### src/rtl/sha256_pkg.sv
// Shared SHA-256 constants, round functions and FSM state type.
// Used by the compression core and its message schedule.
package sha256_pkg;

    typedef enum logic [1:0] {
        IDLE,
        ROUND,
        DONE
    } state_e;

    localparam logic [255:0] IV = {
        32'h6a09e667, 32'hbb67ae85, 32'h3c6ef372, 32'ha54ff53a,
        32'h510e527f, 32'h9b05688c, 32'h1f83d9ab, 32'h5be0cd19
    };

    localparam logic [31:0] K [64] = '{
        32'h428a2f98, 32'h71374491, 32'hb5c0fbcf, 32'he9b5dba5,
        32'h3956c25b, 32'h59f111f1, 32'h923f82a4, 32'hab1c5ed5,
        32'hd807aa98, 32'h12835b01, 32'h243185be, 32'h550c7dc3,
        32'h72be5d74, 32'h80deb1fe, 32'h9bdc06a7, 32'hc19bf174,
        32'he49b69c1, 32'hefbe4786, 32'h0fc19dc6, 32'h240ca1cc,
        32'h2de92c6f, 32'h4a7484aa, 32'h5cb0a9dc, 32'h76f988da,
        32'h983e5152, 32'ha831c66d, 32'hb00327c8, 32'hbf597fc7,
        32'hc6e00bf3, 32'hd5a79147, 32'h06ca6351, 32'h14292967,
        32'h27b70a85, 32'h2e1b2138, 32'h4d2c6dfc, 32'h53380d13,
        32'h650a7354, 32'h766a0abb, 32'h81c2c92e, 32'h92722c85,
        32'ha2bfe8a1, 32'ha81a664b, 32'hc24b8b70, 32'hc76c51a3,
        32'hd192e819, 32'hd6990624, 32'hf40e3585, 32'h106aa070,
        32'h19a4c116, 32'h1e376c08, 32'h2748774c, 32'h34b0bcb5,
        32'h391c0cb3, 32'h4ed8aa4a, 32'h5b9cca4f, 32'h682e6ff3,
        32'h748f82ee, 32'h78a5636f, 32'h84c87814, 32'h8cc70208,
        32'h90befffa, 32'ha4506ceb, 32'hbef9a3f7, 32'hc67178f2
    };

    function automatic logic [31:0] rotr(input logic [31:0] x, input int n);
        return (x >> n) | (x << (32 - n));
    endfunction

    function automatic logic [31:0] S0(input logic [31:0] x);
        return rotr(x, 2) ^ rotr(x, 13) ^ rotr(x, 22);
    endfunction

    function automatic logic [31:0] S1(input logic [31:0] x);
        return rotr(x, 6) ^ rotr(x, 11) ^ rotr(x, 25);
    endfunction

    function automatic logic [31:0] s0(input logic [31:0] x);
        return rotr(x, 7) ^ rotr(x, 18) ^ (x >> 3);
    endfunction

    function automatic logic [31:0] s1(input logic [31:0] x);
        return rotr(x, 17) ^ rotr(x, 19) ^ (x >> 10);
    endfunction

    function automatic logic [31:0] Ch(input logic [31:0] e,
                                       input logic [31:0] f,
                                       input logic [31:0] g);
        return (e & f) ^ (~e & g);
    endfunction

    function automatic logic [31:0] Maj(input logic [31:0] a,
                                        input logic [31:0] b,
                                        input logic [31:0] c);
        return (a & b) ^ (a & c) ^ (b & c);
    endfunction

endpackage

### src/rtl/sha256_msg_schedule.sv
// 16-word sliding window of the message schedule.
// Passes streamed words through for t<16, expands W[t] afterwards.
module sha256_msg_schedule
    import sha256_pkg::*;
(
    input  logic        clk,
    input  logic        rst_n,
    input  logic [31:0] word_i,
    input  logic        expand_i,
    input  logic        adv_i,
    output logic [31:0] w_o
);

    // win_q[0] is W[t-16], win_q[15] is W[t-1]
    logic [31:0] win_q [16];
    logic [31:0] exp_w;

    assign exp_w = s1(win_q[14]) + win_q[9] + s0(win_q[1]) + win_q[0];
    assign w_o   = expand_i ? exp_w : word_i;

    // shift the round's word into the window whenever a round executes
    always_ff @(posedge clk or negedge rst_n) begin
        if (!rst_n) begin
            for (int i = 0; i < 16; i++) begin
                win_q[i] <= '0;
            end
        end else if (adv_i) begin
            for (int i = 0; i < 15; i++) begin
                win_q[i] <= win_q[i + 1];
            end
            win_q[15] <= w_o;
        end
    end

endmodule

### src/rtl/sha256_compress_core.sv
// SHA-256 64-round compression of one block into working vars a..h.
// Words stream in for t<16 with stall support; expansion runs after.
module sha256_compress_core
    import sha256_pkg::*;
#(
    parameter int ROUNDS = 64
) (
    input  logic         clk,
    input  logic         rst_n,
    input  logic         start,
    input  logic [255:0] h_in,
    input  logic [31:0]  msg_word,
    input  logic         msg_valid,
    output logic         msg_ready,
    output logic         busy,
    output logic         done,
    output logic [31:0]  a_out,
    output logic [31:0]  b_out,
    output logic [31:0]  c_out,
    output logic [31:0]  d_out,
    output logic [31:0]  e_out,
    output logic [31:0]  f_out,
    output logic [31:0]  g_out,
    output logic [31:0]  h_out
);

    state_e      state_q;
    logic [6:0]  t_q;
    logic [31:0] a_q, b_q, c_q, d_q, e_q, f_q, g_q, h_q;
    logic [31:0] a_d, e_d;
    logic [31:0] w, t1, t2;
    logic        in_msg, step;

    assign in_msg = (t_q < 7'd16);
    assign step   = (state_q == ROUND) && (!in_msg || msg_valid);

    sha256_msg_schedule u_sched (
        .clk      (clk),
        .rst_n    (rst_n),
        .word_i   (msg_word),
        .expand_i (!in_msg),
        .adv_i    (step),
        .w_o      (w)
    );

    assign t1  = h_q + S1(e_q) + Ch(e_q, f_q, g_q) + K[t_q[5:0]] + w;
    assign t2  = S0(a_q) + Maj(a_q, b_q, c_q);
    assign a_d = t1 + t2;
    assign e_d = d_q + t1;

    // block FSM, round counter and a..h working registers
    always_ff @(posedge clk or negedge rst_n) begin
        if (!rst_n) begin
            state_q <= IDLE;
            t_q     <= '0;
            a_q <= '0; b_q <= '0; c_q <= '0; d_q <= '0;
            e_q <= '0; f_q <= '0; g_q <= '0; h_q <= '0;
        end else begin
            unique case (state_q)
                IDLE: begin
                    if (start) begin
                        {a_q, b_q, c_q, d_q, e_q, f_q, g_q, h_q} <= h_in;
                        t_q     <= '0;
                        state_q <= ROUND;
                    end
                end
                ROUND: begin
                    if (step) begin
                        h_q <= g_q;
                        g_q <= f_q;
                        f_q <= e_q;
                        e_q <= e_d;
                        d_q <= c_q;
                        c_q <= b_q;
                        b_q <= a_q;
                        a_q <= a_d;
                        t_q <= t_q + 7'd1;
                        if (t_q == 7'(ROUNDS - 1)) begin
                            state_q <= DONE;
                        end
                    end
                end
                DONE: begin
                    state_q <= IDLE;
                end
                default: begin
                    state_q <= IDLE;
                end
            endcase
        end
    end

    assign msg_ready = (state_q == ROUND) && in_msg;
    assign busy      = (state_q != IDLE);
    assign done      = (state_q == DONE);

    assign a_out = a_q;
    assign b_out = b_q;
    assign c_out = c_q;
    assign d_out = d_q;
    assign e_out = e_q;
    assign f_out = f_q;
    assign g_out = g_q;
    assign h_out = h_q;

endmodule

### config.mk
export PLATFORM = sky130hd
export DESIGN_NAME = sha256_compress_core
export DESIGN_NICKNAME = d
export VERILOG_FILES = /design/src/rtl/sha256_pkg.sv /design/src/rtl/sha256_msg_schedule.sv /design/src/rtl/sha256_compress_core.sv
export SDC_FILE = /design/constraint.sdc
export NUM_CORES = 2
export LEC_CHECK = 0
export ABC_CLOCK_PERIOD_IN_PS = 19210
export CORE_ASPECT_RATIO = 1.75
export CORE_UTILIZATION = 52
export DETAILED_ROUTE_END_ITERATION = 7
export HOLD_SLACK_MARGIN = 0.02
export PLACE_DENSITY = 0.75
export SYNTH_ARGS = -nofsm -noshare
export SYNTH_HDL_FRONTEND = slang
export SYNTH_SLANG_ARGS = --single-unit
export TNS_END_PERCENT = 100
### constraint.sdc
create_clock -name clk -period 19.21 [get_ports clk]
set_input_delay 1.921 -clock clk [delete_from_list [all_inputs] [get_ports clk]]
set_output_delay 1.921 -clock clk [all_outputs]
set_load 0.1 [all_outputs]
# After elaboration in Yosys (flattened, before gate mapping)
# Memories as Yosys holds them, arrays and structs flattened.
# Index checks and enable logic that the tools add are counted.
# totals
word_cells,117
inputBits,292
out_inout_bits,259
n_memories,1
register_bits,777
rom_bits,2048
# mem_list
memory,words,width,read_ports,rd_ports_with_merged_regs,write_ports,line,text
(no name shown),64,32,1,0,0,sha256_compress_core.sv:46,"assign t1 = h_q + S1(e_q) + Ch(e_q, f_q, g_q) + K[t_q[5:0]] + w;"
# classes
eq_ne,6
order_cmp,2
addsub,11
n_reduce_logical,9
bitwise_logic,28
mux,34
# ops
op,count
$mux W32,19
$pmux W32 S2,8
$add A32 B32 Y32,10
$xor A32 B32 Y32,9
$and A32 B32 Y32,5
$not A32 Y32,1
$or A10 B32 Y32,1
$or A13 B32 Y32,1
$or A14 B32 Y32,1
$or A15 B32 Y32,1
$or A19 B32 Y32,1
$or A21 B32 Y32,1
$or A25 B32 Y32,1
$or A26 B32 Y32,1
$or A30 B32 Y32,1
$or A7 B32 Y32,1
$xor A32 B22 Y32,1
$xor A32 B29 Y32,1
$mux W7,2
$pmux W7 S2,1
$add A7 B1 Y7 const B,1
$eq A7 B6 Y1 const B,1
$ge A7 B7 Y1 const B,1
$lt A7 B5 Y1 const B,1
13 further kinds,19

# Depth between registers and ports, before layout
# logic_depth
ltp_word,11
depth_mapped,45
ltp_nobuf,44

# Modules after synthesis
# Synthesis repeated with hierarchy kept, for this count alone.
# unflattened
cells_unflattened,4941
hier_area_um2,48479.0
# by_module_without_submodules
module,seq_area_each_um2,area_per_inst_um2,instances,cells_per_inst
sha256_compress_core,6631.4,24821.3,1,3206
sha256_msg_schedule,12812.3,23657.7,1,1735

# Worst setup path after synthesis
# Ideal clock, no wire load.
# synth_path
path_type,register to register
from,register u_sched.win_q[452] (netlist name)
to,register a_q[29] (netlist: a_out[29])
setup_ns,0.137
slack_ns,10.471
arrival_ns,8.601
stages_incl_launch_ff,41
path_buffers,1
required_ns,19.073
period_less_slack_ns,8.739
path_cell_list,dfrtp_1 > clkbuf_1 > xnor2_1 > xnor2_1 > fa_1 > inv_1 > fa_1 > inv_1 > ha_1 > inv_1 > fa_1 > nor2b_4 > o31a_1 > o311a_1 > o211a_4 > nor2_1 > o21bai_1 > a21oi_1 > (+5 left out) > a31oi_1 > nor2_1 > nor2_1 > a31o_2 > a21o_1 > xor2_1 > inv_1 > fa_1 > inv_1 > ha_1 > nand4_1 > a2111oi_1 > o41ai_2 > o21ai_1 > a2111oi_0 > a41o_1 > a2111oi_0 > nor3_1
# synth_between
elab_cells_between_ends,11
classes_between,add/sub (4); mux (3); bitwise (4)
# synth_lines
element,line,text
"start, declared",sha256_msg_schedule.sv:15,logic [31:0] win_q [16];
"start signal, assigned by index",sha256_msg_schedule.sv:29,win_q[i] <= win_q[i + 1];
$xor A32 B29 Y32,sha256_pkg.sv:48,"return rotr(x, 7) ^ rotr(x, 18) ^ (x >> 3);"
$add A32 B32 Y32 (2 in series),sha256_msg_schedule.sv:18,assign exp_w = s1(win_q[14]) + win_q[9] + s0(win_q[1]) + win_q[0];
$mux W32,sha256_msg_schedule.sv:19,assign w_o = expand_i ? exp_w : word_i;
named net u_sched.w_o[13],sha256_msg_schedule.sv:11,output logic [31:0] w_o
$add A32 B32 Y32,sha256_compress_core.sv:46,
$add A32 B32 Y32,sha256_compress_core.sv:48,assign a_d = t1 + t2;
$mux W32,sha256_compress_core.sv:68,if (step) begin
$pmux W32 S2,sha256_compress_core.sv:59,unique case (state_q)
"end signal, assigned",sha256_compress_core.sv:62,"{a_q, b_q, c_q, d_q, e_q, f_q, g_q, h_q} <= h_in;"
"end, declared",sha256_compress_core.sv:29,"logic [31:0] a_q, b_q, c_q, d_q, e_q, f_q, g_q, h_q;"
# The timed path passes the listed nets, and every way through them passes these cells. The select of a mux whose other input is x is not followed.
# A chain may end at the register's enable or synchronous reset.

# Worst setup path in the final report
# Ends and elaborated chain as after synthesis.

==> summary.md <==
| Metric | Value |
|---|---|
| Outcome | finished clean |
| Synthesis-stage register bit count | 777 |
| Synth cell types | 76 |
| Vias | 42450 |
| Final Skew | 0.02762 ns |
| R2r startpoint | u_sched.win_q[452] |
| Routed wire length | 199400 µm |
| Initial DRC count | 4183 |
| Fmax | 0.09451 GHz |
| First-pass iteration count of the detailed router | 6 |
| Tightest Pin Transition | 1.356 ns |
| Routed WL per cell | 27.35 µm |
| Critical path endpoint category | flip-flop |
| Crit start category | flip-flop |
| Gr usage total | 43.15% |
| Core Area | 90420 µm² |
| Main synth FF type | dfrtp_1 |
| Fin util | 62.27% |
| DRC viols | 0 |
| Post-synth top area share | 40.91% |
| Ys async rst share | 100.0% |
| Vias in the first global route | 42316 |
| CTS H-tree depth | 3 |
| Final TNS setup | 0 ns |
| Global-route wire length before repair | 286100 µm |
| Antenna violations before repair | 13 |
| Antenna Violating Nets Remaining | 0 |
| RSZ-0062 raised after global routing | no |
| HP Class | reg2reg |
| CTS max path bufs | 3 |
| Hold Startpoint | u_sched.win_q[31] |
| Crit path time final | 10.58 ns |
| Largest net degree at the start of global routing | 143 |
| Share of layout cells above drive strength 1 | 4.213% |
| Mapped Area | 47520 µm² |
| Clock sink count | 777 |
| CTS Buf Count | 75 |
| FP Rows | 146 |
| Top cell type by total area after synthesis | dfrtp_1 |
| Half-perimeter wire length after placement | 151700 µm |
| Final hold vios | 0 |
| Leading cell type in the layout, fill and taps excluded | nand2_1 |
| # port buffers | 550 |
| CTS Hold Bufs | 0 |
| Reg clk slew, reported paths | 0.07 ns |
| Most frequent cells in the layout | 1987 x nand2_1, 773 x dfrtp_1, 545 x clkdlybuf4s50_1 |
| Slowest cell on crit path | a2111oi_1 |
| Period Utilization, post-route | 55.08% |
| CP Max Fanout | 5 |
| CP arrival | 11.15 ns |
| Worst path max stage delay | 0.77 ns |
| GP Congestion | 1.125 |
| Post-CTS Setup Inserts | 0 |
| Sequential area share after synthesis | 40.91% |
| P&R area growth vs syn | 18.48% |
| CTS tree | built |
| Syn nets | 6374 |
| Worst setup path startpoint | u_sched.win_q[452] |
| Mapped Cells | 5743 |
| Slew Limit Fails | 0 |
| Io pins | 551 |
| Die Width | 230.5 µm |
| Post-synth EDFFs | 0 |
| CP required | 19.78 ns |
| Final net count | 6671 |
| Finish-stage setup viols | 0 |
| Fin cells | 7290 |
| Starting density of the core | 52.56% |
| CTS root buffer | clkbuf_16 |
| Die area | 92650 µm² |
| Rel. slew slack | 8.649% |
| Max_cap viols | 0 |
| Die height | 401.9 µm |
| Main area contributors after synthesis | dfrtp_1 41%, nand2_1 16%, fa_1 7.9% |
| CTS resizes | 0 |
| Yosys warnings | 0 |
| CP Class | reg2reg |
| DR vias/cell | 5.823 |
| Placed cell count | 7147 |
| Grt total ovfl | 0 |
| Mean Syn Cell Area | 8.275 µm² |
| Worst-Skew Late Latency | 0.71 ns |
-- registers in the layout (all words and copies together), names as in the netlist --
register / flops
t_q: 7
u_sched.win_q: 512
state_q: 2
h_out: 32
b_out: 32
c_out: 32
e_out: 32
d_out: 32
f_out: 32
a_out: 32
g_out: 32
-- metal layers --
| metal | GRT usage (%) | vias to the layer above | routed length, µm |
|---|---|---|---|
| li1 | - | 19069 | - |
| met1 | 44.10 | 20571 | 64240 |
| met2 | 70.38 | 2091 | 95120 |
| met3 | 11.23 | 707 | 16480 |
| met4 | 42.78 | 12 | 23430 |
| met5 | 0 | - | 84 |
-- Yosys cell counts, drive strengths merged (28+ instances only) --
cell type  count
a211oi        28
a21o          77
a21oi        193
a31oi        222
clkbuf       386
dfrtp        777
fa           188
ha           151
inv          317
mux2i         37
nand2       1988
nand3         31
nor2         360
nor3          45
o21ai        232
o22ai         42
xnor2        247
xor2         125
-- final timing paths --
path	to	slack [ns]	cells past startpoint
setup / recovery	a_out[29]	8.63	40
hold / removal	u_sched.win_q[63]	0.45	2
setup reg to reg	a_out[29]	8.63	40
hold reg to reg	u_sched.win_q[63]	0.45	2
max in group asynchronous	d_out[15]	14.81	4
min in group asynchronous	u_sched.win_q[407]	1.21	1
-- worst max-delay path, delay by kind of cell, from the launching register on --
kind	cells	cell delay, ns
AO/OA/AOI/OAI	19	4.90
adder cells (fa/ha/maj)	8	3.19
XOR/XNOR	4	1.00
AND/OR/NAND/NOR	4	0.58
flip-flops	1	0.45
buffers and inverters	5	0.33
-- cells by family (layout without fill, tap and decap cells) --
| logic type | Yosys count | in the layout | synth area share [%] |
|---|---|---|---|
| fa+ha+maj | 343 | 343 | 11.98 |
| flops | 777 | 777 | 40.91 |
| buf+inv | 721 | 1078 | 5.695 |
| other cells | 0 | 6 | 0 |
| compound gates | 940 | 940 | 12.27 |
| xor+xnor | 372 | 372 | 6.872 |
| simple gates | 2529 | 2529 | 20.79 |
| mux | 61 | 61 | 1.490 |
-- metrics by stage --
step	worst slack [ns]	hold WS, ns	area (µm²)
2_1_floorplan	10.47	0.4348	47520
3_3_place_gp	9.074	0.4434	53620
3_5_place_dp	9.035	0.4486	53620
4_1_cts	9.023	0.4529	56290
5_1_grt	8.232	0.4671	56300
6_report	8.629	0.4520	56310
-- final cells by class --
| type | instances | area, µm² |
|---|---|---|
| flip-flops and latches | 777 | 19450 |
| clock inverters | 36 | 565.5 |
| multi-input cells | 4245 | 25430 |
| diodes | 6 | 15.01 |
| fillers | 7957 | 34120 |
| clock buffers | 101 | 2106 |
| inverters | 317 | 1190 |
| repair buffers | 624 | 6068 |
| well taps | 1184 | 1481 |
Power is not shown: default switching activity piles up to over one toggle a cycle in this logic, so the estimate is an artifact.
